**src/rtl/fc_sequencer.sv**
```systemverilog
// fc_sequencer: control FSM for a tiled fully-connected layer.
// Loads the ifm vector once, then runs one compute/latch/drain pass per tile of PEs.
module fc_sequencer #(
    parameter int IFM_SIZE    = 9162,
    parameter int KERNEL_SIZE = 4096,
    parameter int TILING_SIZE = 8
) (
    input  logic                           clk,
    input  logic                           rst_n,
    input  logic                           start,
    input  logic                           valid_ifm,
    input  logic                           wgt_valid,
    output logic                           ifm_read,
    output logic                           wgt_read,
    output logic                           wr_buff_ifm,
    output logic                           rd_buff_ifm,
    output logic                           wr_ifm_clr,
    output logic                           rd_ifm_clr,
    output logic                           set_reg,
    output logic                           first_acc,
    output logic                           set_output,
    output logic                           valid_data,
    output logic [$clog2(TILING_SIZE)-1:0] sel_data,
    output logic [15:0]                    counter_ifm,
    output logic [15:0]                    counter_tiling,
    output logic [2:0]                     state,
    output logic                           busy,
    output logic                           done
);
    localparam int SW = $clog2(TILING_SIZE);
    localparam logic [15:0] IFM_LAST  = 16'(IFM_SIZE - 1);
    localparam logic [15:0] TILE_LAST = 16'(KERNEL_SIZE / TILING_SIZE - 1);
    localparam logic [SW-1:0] SEL_LAST = SW'(TILING_SIZE - 1);

    typedef enum logic [2:0] {IDLE, LOAD, COMPUTE, LATCH, DRAIN, DONE} state_t;

    state_t        state_d, state_q;
    logic [15:0]   cnt_ifm_d, cnt_ifm_q, cnt_tile_d, cnt_tile_q;
    logic [SW-1:0] sel_d, sel_q;
    logic          clr_d, clr_q;

    always_comb begin
        state_d    = state_q;
        cnt_ifm_d  = cnt_ifm_q;
        cnt_tile_d = cnt_tile_q;
        sel_d      = sel_q;
        clr_d      = 1'b0;
        case (state_q)
            IDLE: begin
                state_d = start ? LOAD : IDLE;
                clr_d   = start;
            end
            LOAD: if (valid_ifm) begin
                cnt_ifm_d = (cnt_ifm_q == IFM_LAST) ? 16'd0 : cnt_ifm_q + 16'd1;
                state_d   = (cnt_ifm_q == IFM_LAST) ? COMPUTE : LOAD;
            end
            COMPUTE: if (wgt_valid) begin
                cnt_ifm_d = (cnt_ifm_q == IFM_LAST) ? 16'd0 : cnt_ifm_q + 16'd1;
                state_d   = (cnt_ifm_q == IFM_LAST) ? LATCH : COMPUTE;
            end
            LATCH: state_d = DRAIN;
            DRAIN: if (sel_q == SEL_LAST) begin
                sel_d      = '0;
                state_d    = (cnt_tile_q == TILE_LAST) ? DONE : COMPUTE;
                cnt_tile_d = (cnt_tile_q == TILE_LAST) ? 16'd0 : cnt_tile_q + 16'd1;
            end else begin
                sel_d = sel_q + SW'(1);
            end
            DONE: begin
                state_d    = IDLE;
                cnt_ifm_d  = 16'd0;
                cnt_tile_d = 16'd0;
            end
            default: state_d = IDLE;
        endcase
    end

    always_ff @(posedge clk or negedge rst_n) begin
        if (!rst_n) begin
            state_q    <= IDLE;
            cnt_ifm_q  <= 16'd0;
            cnt_tile_q <= 16'd0;
            sel_q      <= '0;
            clr_q      <= 1'b0;
        end else begin
            state_q    <= state_d;
            cnt_ifm_q  <= cnt_ifm_d;
            cnt_tile_q <= cnt_tile_d;
            sel_q      <= sel_d;
            clr_q      <= clr_d;
        end
    end

    // Strobes decode the registered state, so reset zeroes them all immediately.
    assign ifm_read       = (state_q == LOAD);
    assign wr_buff_ifm    = (state_q == LOAD) && valid_ifm;
    assign wgt_read       = (state_q == COMPUTE);
    assign rd_buff_ifm    = (state_q == COMPUTE) && wgt_valid;
    assign set_reg        = rd_buff_ifm;
    assign first_acc      = (state_q == COMPUTE) && (cnt_ifm_q == 16'd0);
    assign set_output     = (state_q == LATCH);
    assign valid_data     = (state_q == DRAIN);
    assign sel_data       = sel_q;
    assign wr_ifm_clr     = clr_q;
    assign rd_ifm_clr     = clr_q || ((state_q == DRAIN) && (sel_q == SEL_LAST) && (cnt_tile_q != TILE_LAST));
    assign counter_ifm    = cnt_ifm_q;
    assign counter_tiling = cnt_tile_q;
    assign state          = state_q;
    assign busy           = (state_q != IDLE);
    assign done           = (state_q == DONE);
endmodule

```
**config.mk**
```make
export PLATFORM = sky130hd
export DESIGN_NAME = fc_sequencer
export DESIGN_NICKNAME = d
export VERILOG_FILES = /design/src/rtl/fc_sequencer.sv
export SDC_FILE = /design/constraint.sdc
export NUM_CORES = 1
export LEC_CHECK = 0
export CORE_MARGIN = 5
export CORE_UTILIZATION = 41
export CTS_CLUSTER_SIZE = 10
export DETAILED_ROUTE_END_ITERATION = 6
export PLACE_DENSITY = 0.77
export SLEW_MARGIN = 20
export SYNTH_ARGS = -nofsm -noshare
export SYNTH_HDL_FRONTEND = slang
export SYNTH_SLANG_ARGS = --single-unit
```
**constraint.sdc**
```tcl
create_clock -name clk -period 4.57 [get_ports clk]
set_input_delay 0.6855 -clock clk [delete_from_list [all_inputs] [get_ports clk]]
set_output_delay 0.6855 -clock clk [all_outputs]
set_load 0.02 [all_outputs]
```
==> results of run 1 <==
[synth_stat cells (2+ instances only)]
library cell,number
inv_1,10
a21o_1,3
and3_1,7
buf_2,7
nand2b_1,5
nand3_1,12
ha_1,6
a41oi_2,2
dfrtp_1,39
o22ai_1,2
a21oi_1,9
nor2b_1,3
o21ai_0,9
a22o_1,7
and4_1,6
nor4_1,5
nor2_1,10
nand2_1,17
or4_1,6
clkbuf_1,8
o31a_1,2
or3_1,3
o21bai_1,3
a31oi_1,18
o2bb2ai_1,2
a41oi_1,3
nand4_1,12
o211ai_1,3
mux2_2,2
nand3b_1,4
o31ai_1,6
mux2i_1,2
and2_1,7
[cell families after synthesis]
group	after synthesis	synth area share, %
AND/OR/NAND/NOR	107	26.7
AO/OA/AOI/OAI	75	22.5
flip-flops	39	40.8
buffers and inverters	27	5.07
adder cells (fa/ha/maj)	6	3.14
multiplexers	4	1.78
[path summary, 6_finish.rpt]
check	endpoint	slack, ns	depth (start not counted)
worst max-delay path	first_acc	1.42	4
worst min-delay path	counter_ifm[1]	0.50	1
min in group clk	counter_tiling[8]	0.52	1
max in group asynchronous	counter_tiling[9]	3.50	1
worst max register to register	counter_ifm[10]	2.35	4
worst min register to register	counter_tiling[8]	0.52	1
[where the power goes]
group / switching [uW] / internal, uW
combinational: 85.0 / 73.9
clock: 127 / 177
sequential: 44.6 / 368
[layout make-up]
class                   instances  area, um^2
fillers                       500        2500
clock inverters                 2        35.0
well taps                      72        90.1
inverters                      10        37.5
flip-flops and latches         39         976
multi-input cells             192        1290
clock buffers                   6        82.6
repair buffers                 57         558
[stage by stage]
| step | std cells | cell area, um^2 | setup slack, ns | utilization (%) | power (uW) |
|---|---|---|---|---|---|
| 4_1_cts | 378 | 3070 | 1.45 | 55.2 | 879 |
| 3_5_place_dp | 370 | 2960 | 1.78 | 53.0 | 578 |
| 6_report | 378 | 3070 | 1.42 | 55.2 | 876 |
| 5_1_grt | 378 | 3070 | 1.22 | 55.2 | 908 |
| 2_1_floorplan | 258 | 2390 | 2.07 | - | 493 |
| 3_3_place_gp | 370 | 2960 | 1.86 | 53.0 | 570 |
[state kept, by name (all words and copies together) (netlist names)]
| name | flops |
|---|---|
| state | 3 |
| counter_ifm | 16 |
| wr_ifm_clr | 1 |
| sel_data | 3 |
| counter_tiling | 16 |
[critical path, delay by kind of cell (launching register included)]
family        cells  cell delay [ns]
buf+inv           1             0.65
flops             1             0.46
simple gates      3             1.05
[layer usage]
| layer | share of wire (%) | track usage, % | up-vias |
|---|---|---|---|
| met3 | 4.9 | 3.52 | 5 |
| met4 | 1.4 | 6.23 | 0 |
| li1 | - | - | 1085 |
| met2 | 47 | 27.8 | 64 |
| met1 | 47 | 24.1 | 1115 |
| met5 | 0 | 0 | - |
==> impl_results.md, run 1 <==
* Post-Syn Area at 2390 um^2
* Crit-path slowest cell: nor4_1
* Synth area leaders: dfrtp_1 (41%), a31oi_1 (4.7%), ha_1 (3.1%)
* Post-CTS Setup Repair Bufs at 0
* Endpoints failing hold at 0
* CTS tree: yes
* RePlAce Congestion at ~0.83
* Setup tns final at 0 ns
* Clk root buf: clkbuf_8
* Vias in the first global route at 2,158
* Tot GR Track Use at between 10% and 20%
* Post-synth EDFFs at 0
* Cts hold-fix bufs at 0
* Yosys cell types at 51
* WHS at between 0.5 and 0.6 ns
* Worst Setup Start Kind: flop
* Routed vias at about 2,300
* Initial antenna violation count at 0
* Worst-case clock buffer depth at 2
* Num rows at 27
* CP startpoint: counter_ifm[4]
* Kind of critical path: flop to output port
* RSZ-0062 raised after global routing: false
* Max transition margin at around two fifths
* Die width at about 86 um
* Worst hold path class: input port to async pin
* Data required, critical path at a little under 4 ns
* Post-cts resize count at 0
* Reg2Reg Launch Point: counter_ifm[4]
* Antenna Cells at 0
* Max Cap Viol at 0
* Slew Viols, Final at 0
* Fin crit share at roughly 69%
* Gr ovfl total at 0
* Slew of the pin with the lowest slew margin at between 0.8 and 0.9 ns
* CTS clk-pin slew, worst paths at 0.08 ns
* DIE HEIGHT at around 86 um
* Commonest non-fill, non-tap cell in the layout: clkdlybuf4s50_1
* Critical path cell sequence: nor4_1 -> nand4_1 -> nor4_1 -> clkdlybuf4s50_1
* Total Wirelength at between 6 and 7 mm
* PwrDens at 285 nW/um^2
* Worst-Skew Late Latency at roughly 0.30 ns
* Via density at between 6 and 7
* DRT iter0 DRCs at 138
* Worst Path Max Fanout at 8
* CP Capture Type: output port
* Fin nets at around 320
* Largest net degree at the start of global routing at 40
* Most used cell, CP: nor4_1
* Antenna-violating nets left at 0
* Syn Inst Count at roughly 260
* Max Freq at ~320 MHz
* DRC at 0
* Post-synthesis sequential area ratio at about 41%
* Synth area leader: dfrtp_1
* HPWL after DPL at 4.44 mm
* CP max stage delay at 0.67 ns
* H-tree levels at 2
* Avg Inst Size Synth at 9.27 um^2
* Crit path time final at 3.15 ns
* Die area at around 7500 um^2
* WP data arrival at between 2 and 2.5 ns
* Core footprint at between 5000 and 6000 um^2
* FF+latch count, synth at 39
* Setup Skew at approximately 0.0064 ns
* Most frequent cells in the layout: clkdlybuf4s50_1 (53), dfrtp_1 (39), a31oi_1 (18)
* Most used flip-flop cell after synthesis: dfrtp_1
* CTS Buf Count at 5
* Warnings, synthesis at 0
* Clock sinks at 39
* Share of the synthesized area in the top cell type at between 40% and 50%
* DRT Pass-1 Iters at 4
* Area grow syn2layout at 28.5%
* Outcome: finished, final reports clean
* Port Buf Inserts at 54
* Initial Utilization at between 40% and 50%
* Final number of setup-violating endpoints at 0
* I/O pin count at 55
* Asr flop ratio synth at 100%
* Peak VDD IR at 0.242 mV
* First-pass GRT wire length at 10.6 mm
* Wirelength per Cell at about 17 um
* Syn_nets at roughly 270
* Share of layout cells above drive strength 1 at 6.54%
* Pleak at about 0.0013 uW
(Power assumes the default switching activity.)
==> run 2: changes to the inputs <==
- PLACE_DENSITY: 0.77 -> 0.8
- clock period: 4.57 -> 2.6 ns (I/O delays scaled with it)
==> run 2 against run 1 <==
Against the previous run: clock power is 99% higher; non-clock buffer count rose by 6; sequential share of layout area decreased by 0.62 points; worst setup slack got worse by 1.4 ns; sequential power increased by 73%; worst hold slack worse by 0.30 ns; count of clock-buffer cells in the layout is the same; critical path type unchanged; critical path depth down 1; design area rose by 2.0%; power is 86% higher; first-iteration DRC count grew 90%; cell count rose by 1.6%.
==> impl_results.md, run 2 (synthesis results as in run 1) <==
* Outcome: finished, final reports clean
* Die width at between 80 and 90 um
* Area grow syn2layout at 31.1%
* DRT iter0 DRCs at around 260
* Initial Utilization at a little over two fifths
* Core footprint at 5570 um^2
* Worst-case clock buffer depth at 2
* RePlAce Congestion at between 0.7 and 0.8
* DP Cell Count at approximately 380
* Crit-path slowest cell: dfrtp_1
* Data required, critical path at between 2 and 2.5 ns
* Clk root buf: clkbuf_8
* Max Freq at 391 MHz
* Die area at roughly 7500 um^2
* CP max stage delay at 0.61 ns
* Sw Pwr at about 450 uW
* Worst Setup Start Kind: flop
* CP Capture Type: output port
* Slew Viols, Final at 0
* RSZ-0062 raised after global routing: false
* Crit path time final at around 2.6 ns
* Wirelength per Cell at 16.9 um
* Max Cap Viol at 0
* PwrDens at about 520 nW/um^2
* Combinational share of power at a little under a fifth
* CTS Buf Count at 5
* Total Wirelength at between 6 and 7 mm
* Routed vias at roughly 2,300
* CTS clk-pin slew, worst paths at approximately 0.08 ns
* Top delay family on crit path: simple AND/OR/NAND/NOR gates
* Commonest non-fill, non-tap cell in the layout: clkdlybuf4s50_1
* Pleak at 0.00132 uW
* Sequential Power Share at 43.8%
* Share of layout cells above drive strength 1 at 8.01%
* Antenna Cells at 0
* Num rows at 27
* DRC at 0
* Worst Path Max Fanout at 15
* Fin nets at approximately 320
* WHS at 0.206 ns
* Port Buf Inserts at 54
* Fin cells at ~380
* CP bufs+invs at 1
* Via density at 6.04
* Peak VDD IR at approximately 0.30 mV
* Gr ovfl total at 0
* Antenna-violating nets left at 0
* Kind of critical path: flop to output port
* Vias in the first global route at 2,096
* Tot GR Track Use at between 15 and 20%
* Endpoints failing hold at 0
* DIE HEIGHT at between 80 and 90 um
* Post-layout util at a little under three fifths
* Internal power at 1180 uW
* Clock sinks at 39
* Worst hold path class: input port to async pin
* Setup Skew at approximately 0.0068 ns
* WP data arrival at about 2.2 ns
* HPWL after DPL at roughly 4.5 mm
* Most frequent cells in the layout: clkdlybuf4s50_1 (51), dfrtp_1 (39), a31oi_1 (18)
* Final number of setup-violating endpoints at 0
* Cts hold-fix bufs at 0
* Slew of the pin with the lowest slew margin at between 0.9 and 1 ns
* I/O pin count at 55
* Initial antenna violation count at 0
* Switch share at 27.5%
* CTS tree: yes
* Worst-Skew Late Latency at ~0.30 ns
* Clock group share of total power at 37.2%
* Setup tns final at 0 ns
* Largest net degree at the start of global routing at 40
* Fin crit share at 98.3%
* DRT Pass-1 Iters at 4
* Critical path cell sequence: nor3b_1 -> and2_1 -> clkdlybuf4s50_1
* Max transition margin at 39.4%
* First-pass GRT wire length at 10.7 mm
* H-tree levels at 2
## run 2: final timing paths
check	startpoint	slack, ns	cells after the start	endpoint
max reg2reg	state[1]	0.56	6	counter_ifm[9]
max in group asynchronous	rst_n	1.81	1	counter_tiling[7]
min reg2reg	counter_tiling[8]	0.51	1	counter_tiling[8]
min in group clk	counter_tiling[8]	0.51	1	counter_tiling[8]
max	state[0]	0.04	3	wr_buff_ifm
min	rst_n	0.21	1	counter_ifm[1]
## run 2: what timing repair did
| item | 4_1_cts | 5_1_grt |
|---|---|---|
| buffers inserted | 0 | 0 |
| endpoints found under the setup margin | 1 | 1 |
| gates resized for setup | 1 | 1 |
| cloned | 0 | 0 |
## run 2: power groups by stage
| stage | Combinational (uW) | Sequential [uW] | Clock, uW |
|---|---|---|---|
| finish | 308 | 713 | 606 |
| CTS | 312 | 713 | 617 |
| floorplan | 99.5 | 768 | 0 |
| global route | 334 | 723 | 646 |
| detailed placement | 311 | 725 | 0 |
| global placement | 307 | 724 | 0 |
## run 2: metal layers
layer / global-route usage (%) / part of all wire (%) / up-vias / routed length (um)
met4: 6.94 / 1.8 / 0 / 118
met1: 24.9 / 44 / 1133 / 2840
met2: 27.3 / 48 / 81 / 3110
met5: 0 / 0 / - / 0
met3: 3.80 / 6.7 / 7 / 432
li1: - / - / 1098 / -
## run 2: final cells by class
type                            instances  area (um^2)
Sequential cell                        39          976
Fill cell                             521         2440
Inverter                               10         37.5
Multi-Input combinational cell        192         1290
Tap cell                               72         90.1
Timing Repair Buffer                   63          604
Clock inverter                          2         60.1
Clock buffer                            6         72.6
## run 2: through the flow
stage / power (uW) / area, um^2 / worst slack (ns)
2_1_floorplan: 867 / 2390 / 0.394
3_3_place_gp: 1030 / 3000 / 0.344
5_1_grt: 1700 / 3140 / 0.0263
6_report: 1630 / 3140 / 0.0444
4_1_cts: 1640 / 3130 / 0.0217
3_5_place_dp: 1040 / 3000 / 0.245
